==> config.mk <==
export PLATFORM = sky130hd
export DESIGN_NAME = simple_adder
export DESIGN_NICKNAME = d
export VERILOG_FILES = /design/src/rtl/simple_adder.sv
export SDC_FILE = /design/constraint.sdc
export NUM_CORES = 1
export LEC_CHECK = 0
export CAP_MARGIN = 20
export CORE_AREA = 2 2 39 41
export CTS_CLUSTER_SIZE = 16
export DETAILED_ROUTE_END_ITERATION = 10
export DIE_AREA = 0 0 41 43
export PLACE_DENSITY = 0.75
export SYNTH_ARGS = -nofsm -noshare
export SYNTH_HDL_FRONTEND = slang
export SYNTH_SLANG_ARGS = --single-unit
==> constraint.sdc <==
create_clock -name clk -period 2.05 [get_ports clk]
set_input_delay 0.41 -clock clk [delete_from_list [all_inputs] [get_ports clk]]
set_output_delay 0.41 -clock clk [all_outputs]
set_load 0.05 [all_outputs]
==> src/rtl/simple_adder.sv <==
// Registered WIDTH-bit adder with carry/overflow flags and wrap, unsigned-saturate or signed-saturate result.
// Latency 1 cycle from the in_valid edge; always ready, one result per cycle, no backpressure.
module simple_adder #(
    parameter int WIDTH = 4
) (
    input  logic             clk,
    input  logic             rst_n,
    input  logic [WIDTH-1:0] a,
    input  logic [WIDTH-1:0] b,
    input  logic             in_valid,
    input  logic [1:0]       mode,
    output logic [WIDTH-1:0] sum,
    output logic             carry_out,
    output logic             overflow,
    output logic             out_valid
);

    typedef enum logic [1:0] {
        MODE_WRAP     = 2'b00,
        MODE_USAT     = 2'b01,
        MODE_SSAT     = 2'b10,
        MODE_WRAP_ALT = 2'b11
    } mode_e;

    typedef struct packed {
        logic [WIDTH-1:0] sum;
        logic             carry;
        logic             ovf;
    } res_t;

    localparam logic [WIDTH-1:0] ALL_ONES = {WIDTH{1'b1}};
    localparam logic [WIDTH-1:0] MAX_POS  = {1'b0, {(WIDTH-1){1'b1}}};
    localparam logic [WIDTH-1:0] MIN_NEG  = {1'b1, {(WIDTH-1){1'b0}}};

    logic [WIDTH:0] raw;
    logic           raw_carry;
    logic           raw_ovf;
    mode_e          mode_sel;
    res_t           res_d;
    res_t           res_q;
    logic           vld_q;

    assign raw       = {1'b0, a} + {1'b0, b};
    assign raw_carry = raw[WIDTH];
    assign raw_ovf   = (a[WIDTH-1] == b[WIDTH-1]) && (raw[WIDTH-1] != a[WIDTH-1]);
    assign mode_sel  = mode_e'(mode);

    // Flags always describe the raw addition; only the sum is clamped.
    always_comb begin
        res_d.sum   = raw[WIDTH-1:0];
        res_d.carry = raw_carry;
        res_d.ovf   = raw_ovf;
        case (mode_sel)
            MODE_USAT: begin
                if (raw_carry) begin
                    res_d.sum = ALL_ONES;
                end
            end
            MODE_SSAT: begin
                if (raw_ovf) begin
                    res_d.sum = a[WIDTH-1] ? MIN_NEG : MAX_POS;
                end
            end
            default: begin
                res_d.sum = raw[WIDTH-1:0];
            end
        endcase
    end

    always_ff @(posedge clk or negedge rst_n) begin
        if (!rst_n) begin
            res_q <= '0;
            vld_q <= 1'b0;
        end else begin
            vld_q <= in_valid;
            if (in_valid) begin
                res_q <= res_d;
            end
        end
    end

    assign sum       = res_q.sum;
    assign carry_out = res_q.carry;
    assign overflow  = res_q.ovf;
    assign out_valid = vld_q;

endmodule

==> results_tabular.tex, run 1 <==
\begin{tabular}{lr}
\hline
Metric & Value \\
\hline
\multicolumn{2}{l}{\textbf{Timing}} \\
Achievable clock frequency & around 490 MHz \\
Max-Slew Margin vs Limit & approximately 67\% \\
Worst slack on hold paths & 0.425 ns \\
Final number of max-transition violations & 0 \\
RSZ-0062 raised after global routing & false \\
Final cycle utilization of the critical path & slightly below 100\% \\
Post-route setup TNS & 0 ns \\
Final hold violations & 0 \\
Shortest period the worst path allows & between 2 and 2.5 ns \\
Transition time at the pin with the least slew margin & roughly 0.5 ns \\
Endpoints failing setup & 0 \\
Final worst clock skew & 0 ns \\
\multicolumn{2}{l}{\textbf{Logic synthesis}} \\
Synth Instances & between 60 and 70 \\
Sequential cell area fraction in the yosys report & 29.3\% \\
Number of enable flip-flop cells after synthesis & 0 \\
Top cell type's share of synthesized area & about 29\% \\
Post-synthesis cell type count & 31 \\
Async set or reset register ratio after synthesis & 100\% \\
Cells taking the most area after synthesis & dfrtp\_1 29\%, ha\_1 13\%, a21oi\_1 4.2\%, o21ai\_0 4.2\%, o21a\_1 3.8\% \\
Synth Cell Area & 598 sq um \\
Post-synthesis cell type with the largest combined area & dfrtp\_1 \\
Primary FF master, synth & dfrtp\_1 \\
Avg Cell Area, Syn & 8.93 sq um \\
Syn\_nets & 87 \\
Number of warning messages in the yosys log & 0 \\
Number of synthesized register bits & 7 \\
Most used standard cells in the synthesized netlist & 7 x dfrtp\_1, 6 x ha\_1 \\
Cell with the most instances after synthesis & dfrtp\_1 \\
\multicolumn{2}{l}{\textbf{Place}} \\
DP HPWL & approximately 1.3 mm \\
PortBufs & 19 \\
DP Area & between 800 and 900 sq um \\
Final Wtd Congestion & $\sim$0.95 \\
\multicolumn{2}{l}{\textbf{Finish}} \\
Share of final-layout standard cells stronger than drive strength 1 & 25.0\% \\
Final cell area excluding filler cells & about 950 sq um \\
Flip-flop and latch area & between 150 and 200 sq um \\
Area growth from synthesis to layout & 59.6\% \\
Fillcell total & roughly 120 \\
Net count, final & 121 \\
Count of inserted antenna diode cells & 0 \\
Area used by multi-input combinational logic & between 400 and 500 sq um \\
\multicolumn{2}{l}{\textbf{Global routing}} \\
Met3 Use GR & between 1.5 and 2\% \\
Residual overflow from global routing & 0 \\
Met2 track demand over resource & roughly 33\% \\
Number of global-route vias before repair & roughly 640 \\
Largest net degree at the start of global routing & 13 \\
Number of antenna violations at the first check in global routing & 0 \\
Total global-route track usage & roughly 22\% \\
Most used routing layer in global routing & met2 \\
Global-route wire length before repair & 2.70 mm \\
Met1 track demand over resource in global routing & between 30\% and 40\% \\
\multicolumn{2}{l}{\textbf{Floorplan}} \\
Area of the die & approximately 1800 sq um \\
Initial cell density of the core & 43.2\% \\
Height of the die & 43 um \\
Floorplan Core Area & around 1400 sq um \\
Ports & 20 \\
Number of placement rows & 14 \\
Die X-Extent & between 40 and 50 um \\
\multicolumn{2}{l}{\textbf{Setup path}} \\
Worst endpoint data arrival time & 2.15 ns \\
Crit Reg-Reg Startpoint & sum[3]\$\_DFFE\_PN0P\_ \\
CP startpoint kind & input pin \\
Reg2reg setup slack & between 1 and 1.5 ns \\
Crit Path Max Fanout & 2 \\
Reg-to-Reg End & sum[3]\$\_DFFE\_PN0P\_ \\
Reg2Reg Depth & 2 \\
Max stage delay cell, worst path & clkdlybuf4s50\_1 \\
Data required time at the worst endpoint & between 2 and 2.5 ns \\
Ordered cell list for the critical path & clkdlybuf4s50\_1 > ha\_2 > fa\_2 > a211o\_4 > a21oi\_4 > nand2\_1 > o221a\_2 \\
Maximum single-stage delay on the critical path & just over 0.4 ns \\
Nature of the critical path endpoint & register \\
Path type of the worst setup path & in -> reg \\
\multicolumn{2}{l}{\textbf{Power}} \\
Combinational power share & roughly 51\% \\
Pwr Density & between 600 and 700 nW/um\^{}2 \\
Clk network pwr share & around a fifth \\
Switching Share & 38.9\% \\
Cell-internal power & $\sim$370 uW \\
Leakage Power & approximately 0.40 nW \\
Net load switching power & around 230 uW \\
Peak VDD IR & roughly 220 uV \\
Power share of the sequential group & between 20 and 30\% \\
\multicolumn{2}{l}{\textbf{Detailed routing}} \\
DRT Wirelength & 1.69 mm \\
Number of detailed-routing iterations run before antenna repair & 4 \\
Number of vias per cell & around 5.7 \\
Vias & $\sim$670 \\
Iter 0 DRT Violations & 22 \\
Residual DRC count & 0 \\
Detail Route Antenna Nets & 0 \\
Wire length per cell & approximately 15 um \\
\multicolumn{2}{l}{\textbf{Job}} \\
Number of max-cap violations & 0 \\
\multicolumn{2}{l}{\textbf{Clock tree}} \\
Clock Latency Late Sink & between 0.2 and 0.25 ns \\
Htree depth & 1 \\
Post CTS Setup Buffer Count & 0 \\
Clock buffer depth & 2 \\
Root buffer cell & clkbuf\_4 \\
CTS tree & built \\
Clock buffers created by TritonCTS & 3 \\
CTS clk-pin slew, worst paths & about 0.050 ns \\
CTS Sinks & 7 \\
\multicolumn{2}{l}{\textbf{Outcome}} \\
Outcome & finished, final reports clean \\
\multicolumn{2}{l}{\textbf{Worst hold path}} \\
Hold WC Path Type & in -> async \\
\hline
\end{tabular}
-- worst max-delay path: cells and delay by family --
family                   cells  cell delay [ns]
buffers and inverters        1             0.41
adder cells (fa/ha/maj)      2             0.55
AND/OR/NAND/NOR              1             0.06
AO/OA/AOI/OAI                3             0.72
-- repair_timing --
| item | CTS | global route |
|---|---|---|
| hold buffers | 0 | 0 |
| setup endpoints to repair | 2 | 3 |
| pin swaps | 1 | 4 |
| gates resized for setup | 4 | 5 |
-- stage by stage --
stage,setup WS (ns),utilization [%],instances,total power [mW]
floorplan,0.0878,-,67,0.340
global placement,-0.267,64.4,112,0.455
detailed placement,-0.346,64.4,112,0.462
CTS,0.0216,67.2,116,0.592
global route,0.00267,69.0,116,0.635
finish,0.0277,69.0,116,0.600
-- sequential cells by signal (all words and copies together), names as in the netlist --
signal     count
overflow       1
out_valid      1
carry_out      1
sum            4
-- power by group through the flow --
stage,Clock [mW],Sequential [mW],Combinational (mW)
after floorplan,0,0.248,0.0918
after global placement,0,0.172,0.283
after detailed placement,0,0.174,0.288
after CTS,0.127,0.172,0.293
after global routing,0.132,0.174,0.330
final,0.122,0.172,0.307
-- worst max path at each step --
stage	depth (start not counted)	from	end
after floorplan	6	a[0]	sum[0]$_DFFE_PN0P_
after global placement	7	a[0]	sum[0]$_DFFE_PN0P_
after detailed placement	7	a[0]	sum[0]$_DFFE_PN0P_
after CTS	6	a[2]	sum[1]$_DFFE_PN0P_
after global routing	7	a[0]	sum[0]$_DFFE_PN0P_
final	7	a[0]	sum[0]$_DFFE_PN0P_
-- cell usage in the layout, fill, tap and decap left out --
master           count
clkdlybuf4s50_1     19
buf_4               12
dfrtp_1              7
inv_1                5
nand2_1              5
o21ai_0              5
ha_1                 4
a21oi_1              3
o21a_1               3
clkbuf_4             3
nand3_1              2
o22ai_1              2
nand3b_1             2
nor2_1               2
a31oi_1              2
a211oi_1             2
ha_2                 2
xnor2_1              1
and3_2               1
a21o_2               1
o31a_1               1
a211o_4              1
nand2b_1             1
a21oi_4              1
nor2b_1              1
or2b_1               1
a2111o_1             1
nand4b_1             1
o221a_2              1
xor2_1               1
o32ai_2              1
a21oi_2              1
o2111ai_1            1
o311ai_1             1
o211ai_1             1
fa_2                 1
clkbuf_1             1
-- final cells by class --
| type | instances | area share (%) |
|---|---|---|
| Tap cell | 16 | 2.10 |
| Clock buffer | 4 | 2.75 |
| Multi-Input combinational cell | 53 | 45.5 |
| Sequential cell | 7 | 18.3 |
| Timing Repair Buffer | 31 | 29.4 |
| Inverter | 5 | 1.97 |
-- cells by family (layout without fill, tap and decap cells) --
kind of cell,Yosys count,in the layout,share of synthesized area [%]
AO/OA/AOI/OAI,28,28,32.8
AND/OR/NAND/NOR,16,16,14.6
adder cells (fa/ha/maj),7,7,15.9
flip-flops,7,7,29.3
buffers and inverters,7,40,4.39
XOR/XNOR,2,2,2.93
-- routing by layer --
layer,up-vias,part of all wire (%),wire length [um]
li1,321,-,-
met1,308,44,735
met2,33,49,832
met3,4,5.2,88
met4,0,1.7,29
met5,-,0,0
Note: power is estimated with default switching activity, not from simulation.
==> run 2: changes to the inputs <==
==> config.mk (replaced) <==
export PLATFORM = sky130hd
export DESIGN_NAME = simple_adder
export DESIGN_NICKNAME = d
export VERILOG_FILES = /design/src/rtl/simple_adder.sv
export SDC_FILE = /design/constraint.sdc
export NUM_CORES = 1
export LEC_CHECK = 0
export CORE_MARGIN = 4
export CORE_UTILIZATION = 43
export CTS_CLUSTER_SIZE = 16
export DETAILED_ROUTE_END_ITERATION = 10
export PLACE_DENSITY = 0.72
export SYNTH_ARGS = -nofsm -noshare
export SYNTH_HDL_FRONTEND = slang
export SYNTH_SLANG_ARGS = --single-unit
==> constraint.sdc (replaced) <==
create_clock -name clk -period 2 [get_ports clk]
set_input_delay 0.4 -clock clk [delete_from_list [all_inputs] [get_ports clk]]
set_output_delay 0.4 -clock clk [all_outputs]
set_load 0.05 [all_outputs]
==> results_tabular.tex, run 2 (synthesis gave the netlist of run 1 again) <==
\begin{tabular}{lr}
\hline
Metric & Value \\
\hline
\multicolumn{2}{l}{\textbf{Job}} \\
Number of max-cap violations & 0 (unchanged) \\
\multicolumn{2}{l}{\textbf{Clock tree}} \\
Clock buffers created by TritonCTS & 3 (unchanged) \\
Clock Latency Late Sink & 0.25 ns (about the same) \\
Hold buffer count at cts & 0 (unchanged) \\
CTS tree & built \\
Htree depth & 1 (unchanged) \\
CTS Sinks & 7 (unchanged) \\
Root buffer cell & clkbuf\_4 \\
CTS clk-pin slew, worst paths & 0.05 ns (about the same) \\
Clock buffer depth & 2 (unchanged) \\
\multicolumn{2}{l}{\textbf{Power}} \\
Combinational power share & 51.3\% (+0.2 points) \\
Net load switching power & 236 uW (+0.93\%) \\
Cell-internal power & 381 uW (+4.0\%) \\
Peak VDD IR & 362 uV (+66\%) \\
Power share of the sequential group & 28.2\% (-0.4 points) \\
Switching Share & 38.2\% (-0.71 points) \\
Pwr Density & 622 nW/um\^{}2 (-1.1\%) \\
Leakage Power & 0.437 nW (+10\%) \\
Clk network pwr share & 20.4\% (about the same) \\
\multicolumn{2}{l}{\textbf{Detailed routing}} \\
Wire length per cell & 13.4 um (-7.9\%) \\
Detail Route Antenna Nets & 0 (unchanged) \\
Number of detailed-routing iterations run before antenna repair & 4 (unchanged) \\
Iter 0 DRT Violations & 26 (+18\%) \\
DRT Wirelength & 1.61 mm (-4.7\%) \\
Residual DRC count & 0 (unchanged) \\
Vias & 673 (+1.1\%) \\
Number of vias per cell & 5.61 (-2.3\%) \\
\multicolumn{2}{l}{\textbf{Timing}} \\
Worst slack on hold paths & 0.415 ns (-0.00960 ns) \\
Final hold violations & 0 (unchanged) \\
Final cycle utilization of the critical path & 97.2\% \\
Achievable clock frequency & $\sim$500 MHz \\
Max-Slew Margin vs Limit & 67.0\% (+0.35 points) \\
Endpoints failing setup & 0 (unchanged) \\
Final number of max-transition violations & 0 (unchanged) \\
Shortest period the worst path allows & 1.94 ns \\
Final worst clock skew & 0 ns (unchanged) \\
Transition time at the pin with the least slew margin & 0.494 ns (-0.00520 ns) \\
Post-route setup TNS & 0 ns (unchanged) \\
RSZ-0062 raised after global routing & false \\
\multicolumn{2}{l}{\textbf{Floorplan}} \\
Area of the die & 2050 sq um (+16\%) \\
Ports & 20 (unchanged) \\
Die X-Extent & 45.3 um (+10\%) \\
Number of placement rows & 13 (-1) \\
Initial cell density of the core & 46.0\% (+2.7 points) \\
Height of the die & 45.3 um (+5.3\%) \\
Floorplan Core Area & 1300 sq um (-6.0\%) \\
\multicolumn{2}{l}{\textbf{Finish}} \\
Commonest cells after routing, fill and taps aside & 17 x clkdlybuf4s50\_1, 17 x buf\_4, 7 x dfrtp\_1 \\
Count of inserted antenna diode cells & 0 (unchanged) \\
Area growth from synthesis to layout & 65.9\% \\
Net count, final & 126 (+4.1\%) \\
Post-route core utilization & 76.3\% (+7.3 points) \\
Number of flip-flops under the largest register name & 4 (unchanged) \\
Non-Filler Instances & 120 (+3.4\%) \\
Share of final-layout standard cells stronger than drive strength 1 & 28.6\% (+3.6 points) \\
Fillcell total & 94 (-18\%) \\
\multicolumn{2}{l}{\textbf{Setup path}} \\
CP startpoint kind & input pin \\
Data required time at the worst endpoint & 2.13 ns (-0.05 ns) \\
Crit Path Max Fanout & 6 (+4) \\
Worst endpoint data arrival time & 2.07 ns (-0.08 ns) \\
Path type of the worst setup path & in -> reg \\
Nature of the critical path endpoint & register \\
\multicolumn{2}{l}{\textbf{Global routing}} \\
Global-route wire length before repair & 2.70 mm (+0.26\%) \\
Residual overflow from global routing & 0 (unchanged) \\
Number of antenna violations at the first check in global routing & 0 (unchanged) \\
Number of global-route vias before repair & 641 (+0.63\%) \\
Largest net degree at the start of global routing & 13 (unchanged) \\
Total global-route track usage & 18.1\% (-4.3 points) \\
\multicolumn{2}{l}{\textbf{Place}} \\
PortBufs & 19 (unchanged) \\
Final Wtd Congestion & 0.869 (-8.1\%) \\
DP HPWL & 1.34 mm (+1.8\%) \\
Number of placed instances, taps included & 115 (+2.7\%) \\
\multicolumn{2}{l}{\textbf{Outcome}} \\
Outcome & finished, final reports clean \\
\multicolumn{2}{l}{\textbf{Worst hold path}} \\
Hold WC Path Type & in -> async \\
\hline
\end{tabular}
==> run 2: through the flow <==
step	total power [mW]	setup WS (ns)	area [sq um]
after detailed placement	0.480	-0.365	920
after global placement	0.475	-0.315	920
after global routing	0.656	0.00662	992
final	0.617	0.0562	992
after CTS	0.616	0.0214	955
after floorplan	0.349	0.0478	598
==> run 2: timing repair <==
item / 4_1_cts / 5_1_grt
pin swaps: 0 / 5
setup buffers: 0 / 1
resized for setup: 3 / 8
setup endpoints to repair: 4 / 2
==> run 2: final timing paths <==
kind	start	to	slack (ns)	depth (start not counted)
worst max-delay path	a[2]	sum[1]$_DFFE_PN0P_	0.06	6
worst max register to register	sum[0]$_DFFE_PN0P_	sum[0]$_DFFE_PN0P_	1.24	1
worst min register to register	carry_out$_DFFE_PN0P_	carry_out$_DFFE_PN0P_	0.47	1
max in group asynchronous	rst_n	overflow$_DFFE_PN0P_	1.34	1
worst min-delay path	rst_n	sum[2]$_DFFE_PN0P_	0.42	1
min in group clk	carry_out$_DFFE_PN0P_	carry_out$_DFFE_PN0P_	0.47	1
==> run 2: final cells by class <==
type / instances / area (sq um) / area share (%)
Multi-Input combinational cell: 53 / 430 / 43.4
Timing Repair Buffer: 36 / 323 / 32.5
Sequential cell: 7 / 175 / 17.7
Clock buffer: 4 / 26.3 / 2.65
Inverter: 5 / 18.8 / 1.89
Tap cell: 15 / 18.8 / 1.89
==> run 2: power by group through the flow <==
stage | combinational (mW) | clock (mW) | sequential, mW
6_report | 0.317 | 0.126 | 0.174
5_1_grt | 0.340 | 0.139 | 0.177
4_1_cts | 0.307 | 0.134 | 0.175
3_5_place_dp | 0.303 | 0 | 0.177
3_3_place_gp | 0.299 | 0 | 0.176
2_1_floorplan | 0.0941 | 0 | 0.254
==> run 2: critical path: stages <==
cell and delay, ns:
clkdlybuf4s50_1 0.46, ha_2 0.31, and3_2 0.24, o31a_1 0.32, o32ai_1 0.24, a21oi_1 0.11
==> run 2: metal layers <==
metal / vias to the layer above / global-route usage [%] / part of all wire, %
li1: 336 / - / -
met1: 309 / 20.6 / 42
met2: 26 / 31.9 / 49
met3: 2 / 4.78 / 7.5
met4: 0 / 7.02 / 1.1
met5: - / 0 / 0
==> run 3: changes to the inputs <==
==> constraint.sdc (replaced) <==
create_clock -name clk -period 2.2 [get_ports clk]
set_input_delay 0.44 -clock clk [delete_from_list [all_inputs] [get_ports clk]]
set_output_delay 0.44 -clock clk [all_outputs]
set_load 0.05 [all_outputs]
==> results_tabular.tex, run 3 (synthesis gave the netlist of run 1 again) <==
\begin{tabular}{lr}
\hline
Metric & Value \\
\hline
\multicolumn{2}{l}{\textbf{Power}} \\
Switching Share & 38.6\% (+0.36 points) \\
Pwr Density & 598 nW/um\^{}2 (-3.9\%) \\
Power share of the sequential group & 29.3\% (+1.1 points) \\
Combinational power share & 49.0\% (-2.3 points) \\
Cell-internal power & 332 uW (-13\%) \\
Net load switching power & 209 uW (-12\%) \\
Peak VDD IR & 276 uV (-24\%) \\
Leakage Power & 0.386 nW (-12\%) \\
Clk network pwr share & 21.7\% (+1.3 points) \\
\multicolumn{2}{l}{\textbf{Setup path}} \\
Reg2Reg Depth & 1 (unchanged) \\
CP endpoint & sum[0]\$\_DFFE\_PN0P\_ \\
Reg2reg setup slack & 1.44 ns (+0.20 ns) \\
Reg-to-Reg End & sum[0]\$\_DFFE\_PN0P\_ \\
Crit Reg-Reg Startpoint & sum[0]\$\_DFFE\_PN0P\_ \\
Data required time at the worst endpoint & 2.34 ns (+0.21 ns) \\
Worst endpoint data arrival time & 2.24 ns (+0.17 ns) \\
Crit Path Max Fanout & 2 (-4) \\
Launch point of the worst path & a[0] \\
Path type of the worst setup path & in -> reg \\
CP startpoint kind & input pin \\
Nature of the critical path endpoint & register \\
\multicolumn{2}{l}{\textbf{Place}} \\
PortBufs & 19 (unchanged) \\
DP Area & 875 sq um (-4.9\%) \\
DP HPWL & 1.31 mm (-2.3\%) \\
Pre-CTS setup slack & -0.212 ns (+0.154 ns) \\
Final Wtd Congestion & 0.846 (-2.7\%) \\
\multicolumn{2}{l}{\textbf{Clock tree}} \\
CTS Sinks & 7 (unchanged) \\
Htree depth & 1 (unchanged) \\
Hold buffer count at cts & 0 (unchanged) \\
Clock buffers created by TritonCTS & 3 (unchanged) \\
Clock buffer depth & 2 (unchanged) \\
Clock Latency Late Sink & 0.24 ns (about the same) \\
Root buffer cell & clkbuf\_4 \\
Post CTS Setup Buffer Count & 0 (unchanged) \\
CTS clk-pin slew, worst paths & 0.06 ns (about the same) \\
CTS-repair resized insts & 0 (-3) \\
CTS tree & built \\
\multicolumn{2}{l}{\textbf{Floorplan}} \\
Area of the die & 2050 sq um (unchanged) \\
Height of the die & 45.3 um (unchanged) \\
Floorplan Core Area & 1300 sq um (unchanged) \\
Ports & 20 (unchanged) \\
Number of placement rows & 13 (unchanged) \\
Die X-Extent & 45.3 um (unchanged) \\
Initial cell density of the core & 46.0\% (unchanged) \\
\multicolumn{2}{l}{\textbf{Timing}} \\
Final critical-path setup slack & 0.0995 ns (+0.0433 ns) \\
Achievable clock frequency & approximately 480 MHz \\
Final worst clock skew & 0 ns (unchanged) \\
Max-Slew Margin vs Limit & 66.8\% (-0.16 points) \\
Final number of max-transition violations & 0 (unchanged) \\
Endpoints failing setup & 0 (unchanged) \\
Transition time at the pin with the least slew margin & 0.496 ns (+0.00244 ns) \\
RSZ-0062 raised after global routing & false \\
Final cycle utilization of the critical path & a little over nine tenths \\
Shortest period the worst path allows & 2.10 ns \\
Final hold violations & 0 (unchanged) \\
\multicolumn{2}{l}{\textbf{Finish}} \\
Count of inserted antenna diode cells & 0 (unchanged) \\
Number of flip-flops under the largest register name & 4 (unchanged) \\
Leading cell type in the layout, fill and taps excluded & clkdlybuf4s50\_1 \\
Post-route core utilization & 69.5\% (-6.7 points) \\
Share of final-layout standard cells stronger than drive strength 1 & 18.4\% (-10 points) \\
Commonest cells after routing, fill and taps aside & 19 x clkdlybuf4s50\_1, 10 x buf\_4, 7 x dfrtp\_1 \\
Net count, final & 119 (-5.6\%) \\
Area growth from synthesis to layout & 51.3\% \\
Final cell area excluding filler cells & 905 sq um (-8.8\%) \\
\multicolumn{2}{l}{\textbf{Detailed routing}} \\
Iter 0 DRT Violations & 3 (-88\%) \\
Number of detailed-routing iterations run before antenna repair & 2 (-2) \\
Number of vias per cell & 5.72 (+1.9\%) \\
Detail Route Antenna Nets & 0 (unchanged) \\
DRT Wirelength & 1.51 mm (-6.0\%) \\
Residual DRC count & 0 (unchanged) \\
Vias & 646 (-4.0\%) \\
Wire length per cell & 13.4 um (-0.15\%) \\
\multicolumn{2}{l}{\textbf{Global routing}} \\
Largest net degree at the start of global routing & 13 (unchanged) \\
Total global-route track usage & 16.7\% (-1.5 points) \\
Number of global-route vias before repair & 631 (-1.6\%) \\
Number of antenna violations at the first check in global routing & 0 (unchanged) \\
Global-route wire length before repair & 2.53 mm (-6.6\%) \\
Residual overflow from global routing & 0 (unchanged) \\
\multicolumn{2}{l}{\textbf{Job}} \\
Number of max-cap violations & 0 (unchanged) \\
\multicolumn{2}{l}{\textbf{Outcome}} \\
Outcome & finished, final reports clean \\
\multicolumn{2}{l}{\textbf{Worst hold path}} \\
Hold WC Path Type & in -> async \\
\hline
\end{tabular}
[run 3: cell types whose count changed in the layout (fill, tap and decap cells not counted), sizes merged]
cell,previous run,this run
dlymetal6s2s,2,0
buf,17,10
clkdlybuf4s50,17,19
[run 3: through the flow]
| stage | TNS (ns) | hold WS [ns] | std cells | power [mW] |
|---|---|---|---|---|
| CTS | 0 | 0.450 | 113 | 0.543 |
| global placement | -0.366 | 0.462 | 109 | 0.421 |
| floorplan | 0 | 0.144 | 67 | 0.317 |
| finish | 0 | 0.445 | 113 | 0.541 |
| detailed placement | -0.637 | 0.483 | 109 | 0.426 |
| global route | 0 | 0.455 | 113 | 0.572 |
[run 3: worst min-delay path by stage]
stage	from	cells after the start	slack, ns	to
final	rst_n	1	0.44	out_valid$_DFF_PN0_
after global placement	carry_out$_DFFE_PN0P_	1	0.46	carry_out$_DFFE_PN0P_
after floorplan	rst_n	0	0.14	carry_out$_DFFE_PN0P_
after CTS	rst_n	1	0.45	out_valid$_DFF_PN0_
after global routing	rst_n	1	0.46	out_valid$_DFF_PN0_
after detailed placement	carry_out$_DFFE_PN0P_	1	0.48	carry_out$_DFFE_PN0P_
[run 3: worst max-delay path: stages]
cell and delay, ns:
clkdlybuf4s50_1 0.40, ha_1 0.23, fa_1 0.39, a211o_2 0.36, a21oi_2 0.15, nand2_1 0.06
o221a_2 0.22
[run 3: layout make-up]
type	count	area, sq um
clock buffers	4	26.3
fillers	118	397
flip-flops and latches	7	175
inverters	5	18.8
well taps	15	18.8
multi-input cells	53	400
repair buffers	29	265
[run 3: routing by layer]
layer | GRT usage, % | vias up | wire [um]
met5 | 0 | - | 0
met4 | 5.26 | 0 | 6
met3 | 3.59 | 2 | 72
met2 | 30.5 | 16 | 774
met1 | 18.8 | 311 | 656
li1 | - | 317 | -
[run 3: power by group through the flow]
| stage | clock network (mW) | registers (mW) | logic [mW] |
|---|---|---|---|
| floorplan | 0 | 0.231 | 0.0856 |
| global placement | 0 | 0.160 | 0.261 |
| detailed placement | 0 | 0.161 | 0.265 |
| CTS | 0.119 | 0.159 | 0.265 |
| global route | 0.127 | 0.161 | 0.285 |
| finish | 0.117 | 0.159 | 0.265 |
